**src/rtl/uart_pkg.sv**
```systemverilog
// Definitions shared by the UART receive and transmit engines: FSM state
// encoding and the BAUD-select to bit-time divisor mapping.
package uart_pkg;

    localparam int unsigned CNT_W = 19;

    typedef enum logic [1:0] {
        ST_IDLE,
        ST_START,
        ST_DATA,
        ST_STOP
    } uart_state_e;

    // Bit time in system clocks at 100 MHz; selects C-F repeat the fastest rate.
    function automatic logic [CNT_W-1:0] baud_divisor(input logic [3:0] baud);
        logic [CNT_W-1:0] div;
        case (baud)
            4'h0:    div = 19'd333333;
            4'h1:    div = 19'd83333;
            4'h2:    div = 19'd41667;
            4'h3:    div = 19'd20833;
            4'h4:    div = 19'd10417;
            4'h5:    div = 19'd5208;
            4'h6:    div = 19'd2604;
            4'h7:    div = 19'd1736;
            4'h8:    div = 19'd868;
            4'h9:    div = 19'd434;
            4'hA:    div = 19'd217;
            default: div = 19'd109;
        endcase
        return div;
    endfunction

endpackage

```
**src/rtl/uart_rx_bit_timer.sv**
```systemverilog
// Bit-time counter for the receiver: emits a half-bit and a full-bit tick
// relative to the last clear, reloading on every full bit.
module uart_rx_bit_timer
    import uart_pkg::*;
(
    input  logic             clk,
    input  logic             rst,
    input  logic             clear_i,
    input  logic [CNT_W-1:0] divisor_i,
    output logic             half_tick_o,
    output logic             full_tick_o
);

    logic [CNT_W-1:0] cnt_q;
    logic [CNT_W-1:0] halfLast;
    logic [CNT_W-1:0] fullLast;

    assign halfLast    = (divisor_i >> 1) - CNT_W'(1);
    assign fullLast    = divisor_i - CNT_W'(1);
    assign half_tick_o = (cnt_q == halfLast);
    assign full_tick_o = (cnt_q == fullLast);

    // Reload on a full tick so consecutive samples land exactly one bit apart.
    always_ff @(posedge clk or negedge rst) begin
        if (!rst) begin
            cnt_q <= '0;
        end else if (clear_i || full_tick_o) begin
            cnt_q <= '0;
        end else begin
            cnt_q <= cnt_q + CNT_W'(1);
        end
    end

endmodule

```
**src/rtl/uart_rx_engine.sv**
```systemverilog
// UART receive engine: synchronizes RX, decodes 7/8-bit frames with optional
// parity and presents the byte with parity, framing and overrun status.
module uart_rx_engine
    import uart_pkg::*;
#(
    parameter int CLK_HZ      = 100_000_000,
    parameter int SYNC_STAGES = 2
) (
    input  logic       clk,
    input  logic       rst,
    input  logic       EIGHT,
    input  logic       PEN,
    input  logic       OHEL,
    input  logic [3:0] BAUD,
    input  logic       RX,
    input  logic       READ,
    output logic [7:0] DATA,
    output logic       RXRDY,
    output logic       PERR,
    output logic       FERR,
    output logic       OVF
);

    if (SYNC_STAGES < 2) begin : g_bad_sync
        $error("SYNC_STAGES must be at least 2");
    end
    if (CLK_HZ <= 0) begin : g_bad_clk
        $error("CLK_HZ must be positive");
    end

    logic [SYNC_STAGES-1:0] sync_q;
    logic                   rxSync;
    logic                   rxPrev_q;
    uart_state_e            state_q;
    logic [CNT_W-1:0]       div_q;
    logic                   eight_q;
    logic                   pen_q;
    logic                   ohel_q;
    logic [3:0]             lastIdx_q;
    logic [3:0]             bitIdx_q;
    logic [8:0]             frame_q;
    logic [7:0]             data_q;
    logic                   rxrdy_q;
    logic                   perr_q;
    logic                   ferr_q;
    logic                   ovf_q;

    logic       halfTick;
    logic       fullTick;
    logic       timerClear;
    logic       startEdge;
    logic [7:0] frameData;
    logic       parityBit;
    logic       parityErr;

    assign rxSync     = sync_q[SYNC_STAGES-1];
    assign startEdge  = rxPrev_q & ~rxSync;
    assign timerClear = (state_q == ST_IDLE) || ((state_q == ST_START) && halfTick);

    // In 7-bit mode the parity bit lands at index 7, so mask it out of the byte.
    assign frameData = eight_q ? frame_q[7:0] : {1'b0, frame_q[6:0]};
    assign parityBit = eight_q ? frame_q[8] : frame_q[7];
    assign parityErr = pen_q & ((^frameData ^ parityBit) != ohel_q);

    assign DATA  = data_q;
    assign RXRDY = rxrdy_q;
    assign PERR  = perr_q;
    assign FERR  = ferr_q;
    assign OVF   = ovf_q;

    uart_rx_bit_timer u_timer (
        .clk         (clk),
        .rst         (rst),
        .clear_i     (timerClear),
        .divisor_i   (div_q),
        .half_tick_o (halfTick),
        .full_tick_o (fullTick)
    );

    always_ff @(posedge clk or negedge rst) begin
        if (!rst) begin
            sync_q    <= '1;
            rxPrev_q  <= 1'b1;
            state_q   <= ST_IDLE;
            div_q     <= '0;
            eight_q   <= 1'b0;
            pen_q     <= 1'b0;
            ohel_q    <= 1'b0;
            lastIdx_q <= '0;
            bitIdx_q  <= '0;
            frame_q   <= '0;
            data_q    <= '0;
            rxrdy_q   <= 1'b0;
            perr_q    <= 1'b0;
            ferr_q    <= 1'b0;
            ovf_q     <= 1'b0;
        end else begin
            sync_q   <= {sync_q[SYNC_STAGES-2:0], RX};
            rxPrev_q <= rxSync;

            if (READ) begin
                rxrdy_q <= 1'b0;
                ovf_q   <= 1'b0;
            end

            case (state_q)
                // A falling edge is required, so a line stuck low is not re-detected.
                ST_IDLE: begin
                    if (startEdge) begin
                        state_q   <= ST_START;
                        div_q     <= baud_divisor(BAUD);
                        eight_q   <= EIGHT;
                        pen_q     <= PEN;
                        ohel_q    <= OHEL;
                        lastIdx_q <= 4'd6 + {3'b000, EIGHT} + {3'b000, PEN};
                        bitIdx_q  <= '0;
                        frame_q   <= '0;
                    end
                end
                ST_START: begin
                    if (halfTick) begin
                        state_q <= rxSync ? ST_IDLE : ST_DATA;
                    end
                end
                ST_DATA: begin
                    if (fullTick) begin
                        frame_q[bitIdx_q] <= rxSync;
                        if (bitIdx_q == lastIdx_q) begin
                            state_q <= ST_STOP;
                        end else begin
                            bitIdx_q <= bitIdx_q + 4'd1;
                        end
                    end
                end
                // Completion overrides a coincident READ: the new frame stays pending.
                ST_STOP: begin
                    if (fullTick) begin
                        state_q <= ST_IDLE;
                        data_q  <= frameData;
                        rxrdy_q <= 1'b1;
                        perr_q  <= parityErr;
                        ferr_q  <= ~rxSync;
                        ovf_q   <= ovf_q | (rxrdy_q & ~READ);
                    end
                end
                default: state_q <= ST_IDLE;
            endcase
        end
    end

endmodule

```
**config.mk**
```make
export PLATFORM = sky130hd
export DESIGN_NAME = uart_rx_engine
export DESIGN_NICKNAME = d
export VERILOG_FILES = /design/src/rtl/uart_pkg.sv /design/src/rtl/uart_rx_bit_timer.sv /design/src/rtl/uart_rx_engine.sv
export SDC_FILE = /design/constraint.sdc
export NUM_CORES = 1
export LEC_CHECK = 0
export ABC_AREA = 1
export ABC_CLOCK_PERIOD_IN_PS = 4930
export CORE_MARGIN = 3
export CORE_UTILIZATION = 38
export CTS_BUF_LIST = sky130_fd_sc_hd__clkbuf_8
export DETAILED_ROUTE_END_ITERATION = 10
export GPL_ROUTABILITY_DRIVEN = 1
export GPL_TIMING_DRIVEN = 0
export SYNTH_ARGS = -nofsm -noshare
export SYNTH_HDL_FRONTEND = slang
export SYNTH_SLANG_ARGS = --single-unit
```
**constraint.sdc**
```tcl
create_clock -name clk -period 4.93 [get_ports clk]
set_input_delay 0.7395 -clock clk [delete_from_list [all_inputs] [get_ports clk]]
set_output_delay 0.7395 -clock clk [all_outputs]
set_load 0.005 [all_outputs]
```
Word level (Yosys, flattened, before mapping)
Memories as Yosys holds them, arrays and structs flattened. A register that Yosys moved wholly into a read port is not among the register bits.
Cells that the tools add are included.
{ "op_classes": {"n_lt_le_gt_ge": 2, "n_eq_ne": 13, "reduce_logical": 13, "muxes": 26, "add_sub_neg": 6, "n_bitwise": 7} }
{ "op_table": {"columns": ["cell", "n"], "rows": [
  ["equality test 19 bit", 2],
  ["adder 19 x 1 -> 19 bit (second input constant)", 1],
  ["two-way mux 19 bit", 1],
  ["subtractor 18 x 1 -> 19 bit (second input constant)", 1],
  ["subtractor 19 x 1 -> 19 bit (second input constant)", 1],
  ["two-way mux 9 bit", 2],
  ["one-hot mux 9 bit (2 select lines)", 1],
  ["two-way mux 2 bit", 6],
  ["two-way mux 4 bit", 3],
  ["bitwise mux 9 bit", 1],
  ["two-way mux 1 bit", 8],
  ["two-way mux 8 bit", 1],
  ["inequality test 2 bit (second input constant)", 4],
  ["one-hot mux 2 bit (4 select lines)", 1],
  ["one-hot mux 4 bit (2 select lines)", 1],
  ["parity 8 bit", 1],
  ["less-than comparator 4 x 5 -> 1 bit (second input constant)", 1],
  ["AND reduction 5 bit", 1],
  ["adder 3 x 1 -> 4 bit (first input constant)", 1],
  ["adder 4 x 1 -> 4 bit", 1],
  ["adder 4 x 1 -> 4 bit (second input constant)", 1],
  ["demux 1 bit (select 4 bit)", 1],
  ["equality test 2 bit (second input constant)", 2],
  ["equality test 4 bit", 1],
  ["other kinds (16)", 23]
]} }
{ "word_totals": {"reg_bits": 75, "word_cells": 84, "mem_bits_ro": 288, "memories": 1} }
{ "mem_list": {"columns": ["name", "words", "width", "rd", "rd_clocked_by_memory_dff", "write_ports", "line_no", "source"], "rows": [
  ["(name not given)", 16, 18, 1, 1, 0, "uart_pkg.sv:17", "case (baud)"]
]} }

Depth between registers and ports, before layout
{ "logic_depth": {"word_depth": 7, "mapped_depth": 19, "ltp_nobuf": 18} }

By module
From an unflattened synthesis, not the netlist that was laid out.
{ "hier_totals": {"hier_cells": 746, "area_unflattened_um2": 5197.5} }
{ "modules_own_cells": {"columns": ["mod", "seq_area_each_um2", "cells_each", "area_each_um2", "instances"], "rows": [
  ["uart_rx_engine", 1355.0, 344, 2726.4, 1],
  ["uart_rx_bit_timer", 475.5, 402, 2471.1, 1]
]} }

Worst setup path after synthesis
No wires, ideal clock.
{ "synth_path": {"path_type": "register to register", "start": "register div_q[1]", "end": "register u_timer.cnt_q[12]", "t_arrival_ns": 2.210, "n_path_buf": 3, "setup_slack_ns": 2.595, "period_less_slack_ns": 2.335, "stages_incl_launch_ff": 20, "required_time_ns": 4.806, "setup_time_ns": 0.124, "path_cell_list": "dfrtp_1 > clkinv_1 > ha_1 > buf_4 > inv_2 > nor2_1 > nand2_2 > nor2_4 > nand2_1 > nand2_1 > nand2_1 > nor2_1 > nand2_1 > nor2_4 > nand3_4 > nand3_1 > and2_4 > buf_8 > buf_12 > nor2_4"} }
{ "synth_via": {"elab_chain_cells": 6} }
{ "synth_lines": {"columns": ["element", "line_no", "source"], "rows": [
  ["start, declared", "uart_rx_engine.sv:35", "logic [CNT_W-1:0] div_q;"],
  ["subtractor 18 x 1 -> 19 bit", "uart_rx_bit_timer.sv:18", "assign halfLast = (divisor_i >> 1) - CNT_W'(1);"],
  ["equality test 19 bit", "uart_rx_bit_timer.sv:20", "assign half_tick_o = (cnt_q == halfLast);"],
  ["logical AND 1 bit", "uart_rx_engine.sv:58", "assign timerClear = (state_q == ST_IDLE) || ((state_q == ST_START) && halfTick);"],
  ["logical OR 1 bit", "uart_rx_engine.sv:58", null],
  ["logical OR 1 bit (*)", "uart_rx_bit_timer.sv:27", "end else if (clear_i || full_tick_o) begin"],
  ["two-way mux 19 bit (*)", "uart_rx_bit_timer.sv:27", null],
  ["end signal, assigned", "uart_rx_bit_timer.sv:30", "cnt_q <= cnt_q + CNT_W'(1);"],
  ["end, declared", "uart_rx_bit_timer.sv:14", "logic [CNT_W-1:0] cnt_q;"]
]} }
Mark *: on every way between the ends. The rest lies on a longest branch, timed or not.
A chain may end at the register's enable or synchronous reset.

Worst setup path after layout
{ "layout_path": {"start": "register div_q[1]", "end": "register u_timer.cnt_q[10]"} }
Same word-level chain as after synthesis.

==> run_results.csv <==
group,metric,value,unit
die,core-area,13400,µm²
cts,postCtsSetupBuffers,0,
placement,place_congestion,0.9513,
die,fp.dieArea,15350,µm²
drt,detailroute.via_count,4572,
synthesis,synth.yosys.seq_area_share,0.3467,
power,cellPowerDensity,444.2,nW/µm²
synthesis,most_frequent_cell_after_synthesis,"sky130_fd_sc_hd__nand2_1",
cts,post_cts_resized,0,
global_routing,grt_use_total,0.1781,
sta,timing.slew.headroom,0.5284,
global_routing,grt_first_pass_wirelength,21.22,mm
die,placementRows,42,
drt,remaining_drc_errors,0,
synthesis,synthesis.area_per_instance,7.313,µm²
synthesis,asyncSetResetFlopFracSynth,1.000,
global_routing,first_global_vias,4351,
sta,finalClockSkew,14.75,ps
power,leakage,0.002677,µW
critical_path,crit_fanout,10,
critical_path,crit_arrival,3020,ps
synthesis,synthesis.yosys.warnings,0,
sta,final.setup.tns,0,ps
synthesis,synth.area.top_cells,"sky130_fd_sc_hd__dfrtp_1 33%, sky130_fd_sc_hd__nand2_1 16%, sky130_fd_sc_hd__xor2_1 5.1%",
cts,clk-insertion-delay-late,360,ps
placement,dpl.cell_count,919,
final_layout,n_fill_cell,1374,
die,die_width,123.9,µm
cts,cts_buffer_depth,2,
critical_path,timing.critical_path.required,5170,ps
final_layout,antenna-diode-count,0,
sta,final_report_setup_violation_count,0,
cts,clock_tree.htree_level_count,3,
cts,tritoncts,"built",
drt,dr.first_iter.drc_count,231,
drt,detail_route.wl_per_cell,13.56,µm
drt,routed_wl,12.67,mm
drt,detail_route.vias_per_cell,4.890,
power,vdd.ir_drop.worst,351.3,µV
drt,route.antenna.remaining_nets,0,
cts,clk_root_buffer_cell,"sky130_fd_sc_hd__clkbuf_8",
placement,place_ws,2127,ps
synthesis,synth-edff-count,0,
synthesis,postSynthRegisterBits,73,
sta,timing.final.crit_share,0.5641,
cts,clkTransAtPathRegs,80,ps
die,ios,23,
synthesis,synth.top_cells.by_count,"222 x sky130_fd_sc_hd__nand2_1, 71 x sky130_fd_sc_hd__inv_1, 71 x sky130_fd_sc_hd__nor2_1, 70 x sky130_fd_sc_hd__dfrtp_1, 51 x sky130_fd_sc_hd__nand3_1",
placement,detailed_place_hpwl,10.14,mm
synthesis,syn-num-nets,746,
final_layout,drive_above_1_share,0.1265,
synthesis,syn-instance-count,722,
final_layout,final_net_count,778,
cts,clock_sink_count,73,
final_layout,final_util,0.4455,
global_routing,grt.overflow.total,0,
synthesis,cell_type_with_the_highest_aggregate_area_in_the_netlist,"sky130_fd_sc_hd__dfrtp_1",
synthesis,cell_area_after_technology_mapping,5280,µm²
synthesis,synth_largest_type_area_fraction,0.3318,
worst_hold_path,min-delay-path-class,"in2async",
drt,detailedRoute.firstPassIterationCount,4,
die,floorplan.die.height,123.9,µm
cts,cts_buffers,9,
final_layout,synthToLayoutAreaGrowth,13.06,%
die,initial_utilization,0.3940,
synthesis,synth.lib_cells_used.distinct,45,
run_status,run_status,"complete, no violations",
global_routing,antenna_found_initial,0,
sta,max_freq,0.3596,GHz
sta,grt_setup_unrepaired,"no",
global_routing,grt_start_max_net_pins,48,
critical_path,critical_path.endpoint_type,"flip-flop",
sta,worst_pin_slew,701.5,ps
job,maxCapViolCount,0,
sta,worst_slack,2149,ps
sta,hold_slack,306.2,ps
placement,numPortBuffers,20,
final_layout,finalNonFillerCells,935,
critical_path,worst-r2r-cell-count,17,
sta,hold_viol_final,0,
sta,post-route-min-period,2781,ps
critical_path,crit_type,"reg2reg",
synthesis,synthFlopType,"sky130_fd_sc_hd__dfrtp_1",
sta,slew_violations,0,
cts,hold_buffers,0,
critical_path,startpoint_type_of_the_worst_setup_path,"flip-flop",
stage by stage:
| step | area [µm²] | power (µW) |
|---|---|---|
| 2_1_floorplan | 5280 | 1792 |
| 3_3_place_gp | 5700 | 2061 |
| 3_5_place_dp | 5725 | 2084 |
| 4_1_cts | 5969 | 2666 |
| 5_1_grt | 5969 | 2860 |
| 6_report | 5969 | 2652 |
kinds of logic after synthesis:
family / share of synthesized area
flip-flops: 0.3467
adder cells (fa/ha/maj): 0.03081
XOR/XNOR: 0.08791
AND/OR/NAND/NOR: 0.3720
buffers and inverters: 0.08080
AO/OA/AOI/OAI: 0.08175
state kept, by name, indices dropped and copies added (netlist names), named ones only:
name	flops
DATA	8
FERR	1
OVF	1
PERR	1
RXRDY	1
bitIdx_q	4
div_q	18
eight_q	1
frame_q	9
lastIdx_q	3
ohel_q	1
pen_q	1
rxPrev_q	1
state_q	1
sync_q	2
u_timer.cnt_q	19
critical path, stage by stage (launching register included):
cell and delay (ps):
sky130_fd_sc_hd__dfrtp_1 350, sky130_fd_sc_hd__clkinv_1 250, sky130_fd_sc_hd__ha_1 300, sky130_fd_sc_hd__buf_4 170, sky130_fd_sc_hd__inv_2 80, sky130_fd_sc_hd__nor2_1 60, sky130_fd_sc_hd__nand2_2 150, sky130_fd_sc_hd__xnor2_1 130
sky130_fd_sc_hd__nand2_1 70, sky130_fd_sc_hd__nor2_1 80, sky130_fd_sc_hd__nand2_1 80, sky130_fd_sc_hd__nor2_2 170, sky130_fd_sc_hd__nand3_4 140, sky130_fd_sc_hd__nand2_1 110, sky130_fd_sc_hd__and2_4 150, sky130_fd_sc_hd__buf_8 140
sky130_fd_sc_hd__buf_12 180, sky130_fd_sc_hd__nor2_4 40
final cells by class:
cell class,count,area [µm²],share of cell area
clock inverter,6,106.4,0.01782
multi-input combinational,551,3023,0.5064
tap,176,220.2,0.03689
clock buffer,10,137.6,0.02306
buffer,22,141.4,0.02368
timing repair buffer,21,225.2,0.03773
sequential,73,1831,0.3066
inverter,76,285.3,0.04779
layer usage:
metal / GRT usage / routed length, µm
met5: 0 / 0
met4: 0.06990 / 294
met3: 0.03043 / 606
met2: 0.2710 / 5616
met1: 0.2516 / 6156
path summary, 6_finish.rpt:
| path | startpoint | endpoint | slack (ps) |
|---|---|---|---|
| worst max-delay path | div_q[1]$_DFFE_PN0P_ | u_timer.cnt_q[10]$_DFF_PN0_ | 2150 |
| worst min-delay path | rst | DATA[0]$_DFFE_PN0P_ | 310 |
| worst max register to register | div_q[1]$_DFFE_PN0P_ | u_timer.cnt_q[10]$_DFF_PN0_ | 2150 |
| worst min register to register | sync_q[0]$_DFF_PN1_ | sync_q[1]$_DFF_PN1_ | 360 |
| max in group asynchronous | rst | sync_q[0]$_DFF_PN1_ | 4000 |
| min in group clk | sync_q[0]$_DFF_PN1_ | sync_q[1]$_DFF_PN1_ | 360 |
placed cells by master (no fill, tap or decap), types with 2 or more instances in the layout:
cell                              synthesis  routed
sky130_fd_sc_hd__buf_2                    4       4
sky130_fd_sc_hd__o21bai_1                 2       2
sky130_fd_sc_hd__inv_2                    4       4
sky130_fd_sc_hd__o211ai_1                 4       4
sky130_fd_sc_hd__dfstp_2                  3       3
sky130_fd_sc_hd__o22ai_1                  2       2
sky130_fd_sc_hd__xnor2_1                 22      22
sky130_fd_sc_hd__o21ai_0                 28      28
sky130_fd_sc_hd__dfrtp_1                 70      70
sky130_fd_sc_hd__nand4_1                 10      10
sky130_fd_sc_hd__nand3b_1                 8       8
sky130_fd_sc_hd__bufinv_16                0       3
sky130_fd_sc_hd__nand2_2                  8       8
sky130_fd_sc_hd__nand3_1                 51      51
sky130_fd_sc_hd__nor3_1                   4       4
sky130_fd_sc_hd__buf_4                    1       2
sky130_fd_sc_hd__nor2_1                  71      71
sky130_fd_sc_hd__clkbuf_8                 0      10
sky130_fd_sc_hd__buf_6                    3       3
sky130_fd_sc_hd__nor2_2                  12      12
sky130_fd_sc_hd__ha_1                    13      13
sky130_fd_sc_hd__nand2_4                  3       3
sky130_fd_sc_hd__o21ai_1                  2       2
sky130_fd_sc_hd__o21ai_2                 11      11
sky130_fd_sc_hd__clkbuf_1                11      11
sky130_fd_sc_hd__a21oi_1                 11      11
sky130_fd_sc_hd__a22oi_1                  2       2
sky130_fd_sc_hd__nand2_1                222     222
sky130_fd_sc_hd__nor2_4                  22      22
sky130_fd_sc_hd__xor2_1                  31      31
sky130_fd_sc_hd__inv_1                   71      72
sky130_fd_sc_hd__clkdlybuf4s50_1          0      19
where the power goes:
group,switching (µW),internal [µW]
sequential,228,730
clock,223,347
combinational,705,419
Note: power is estimated with default switching activity, not from simulation.
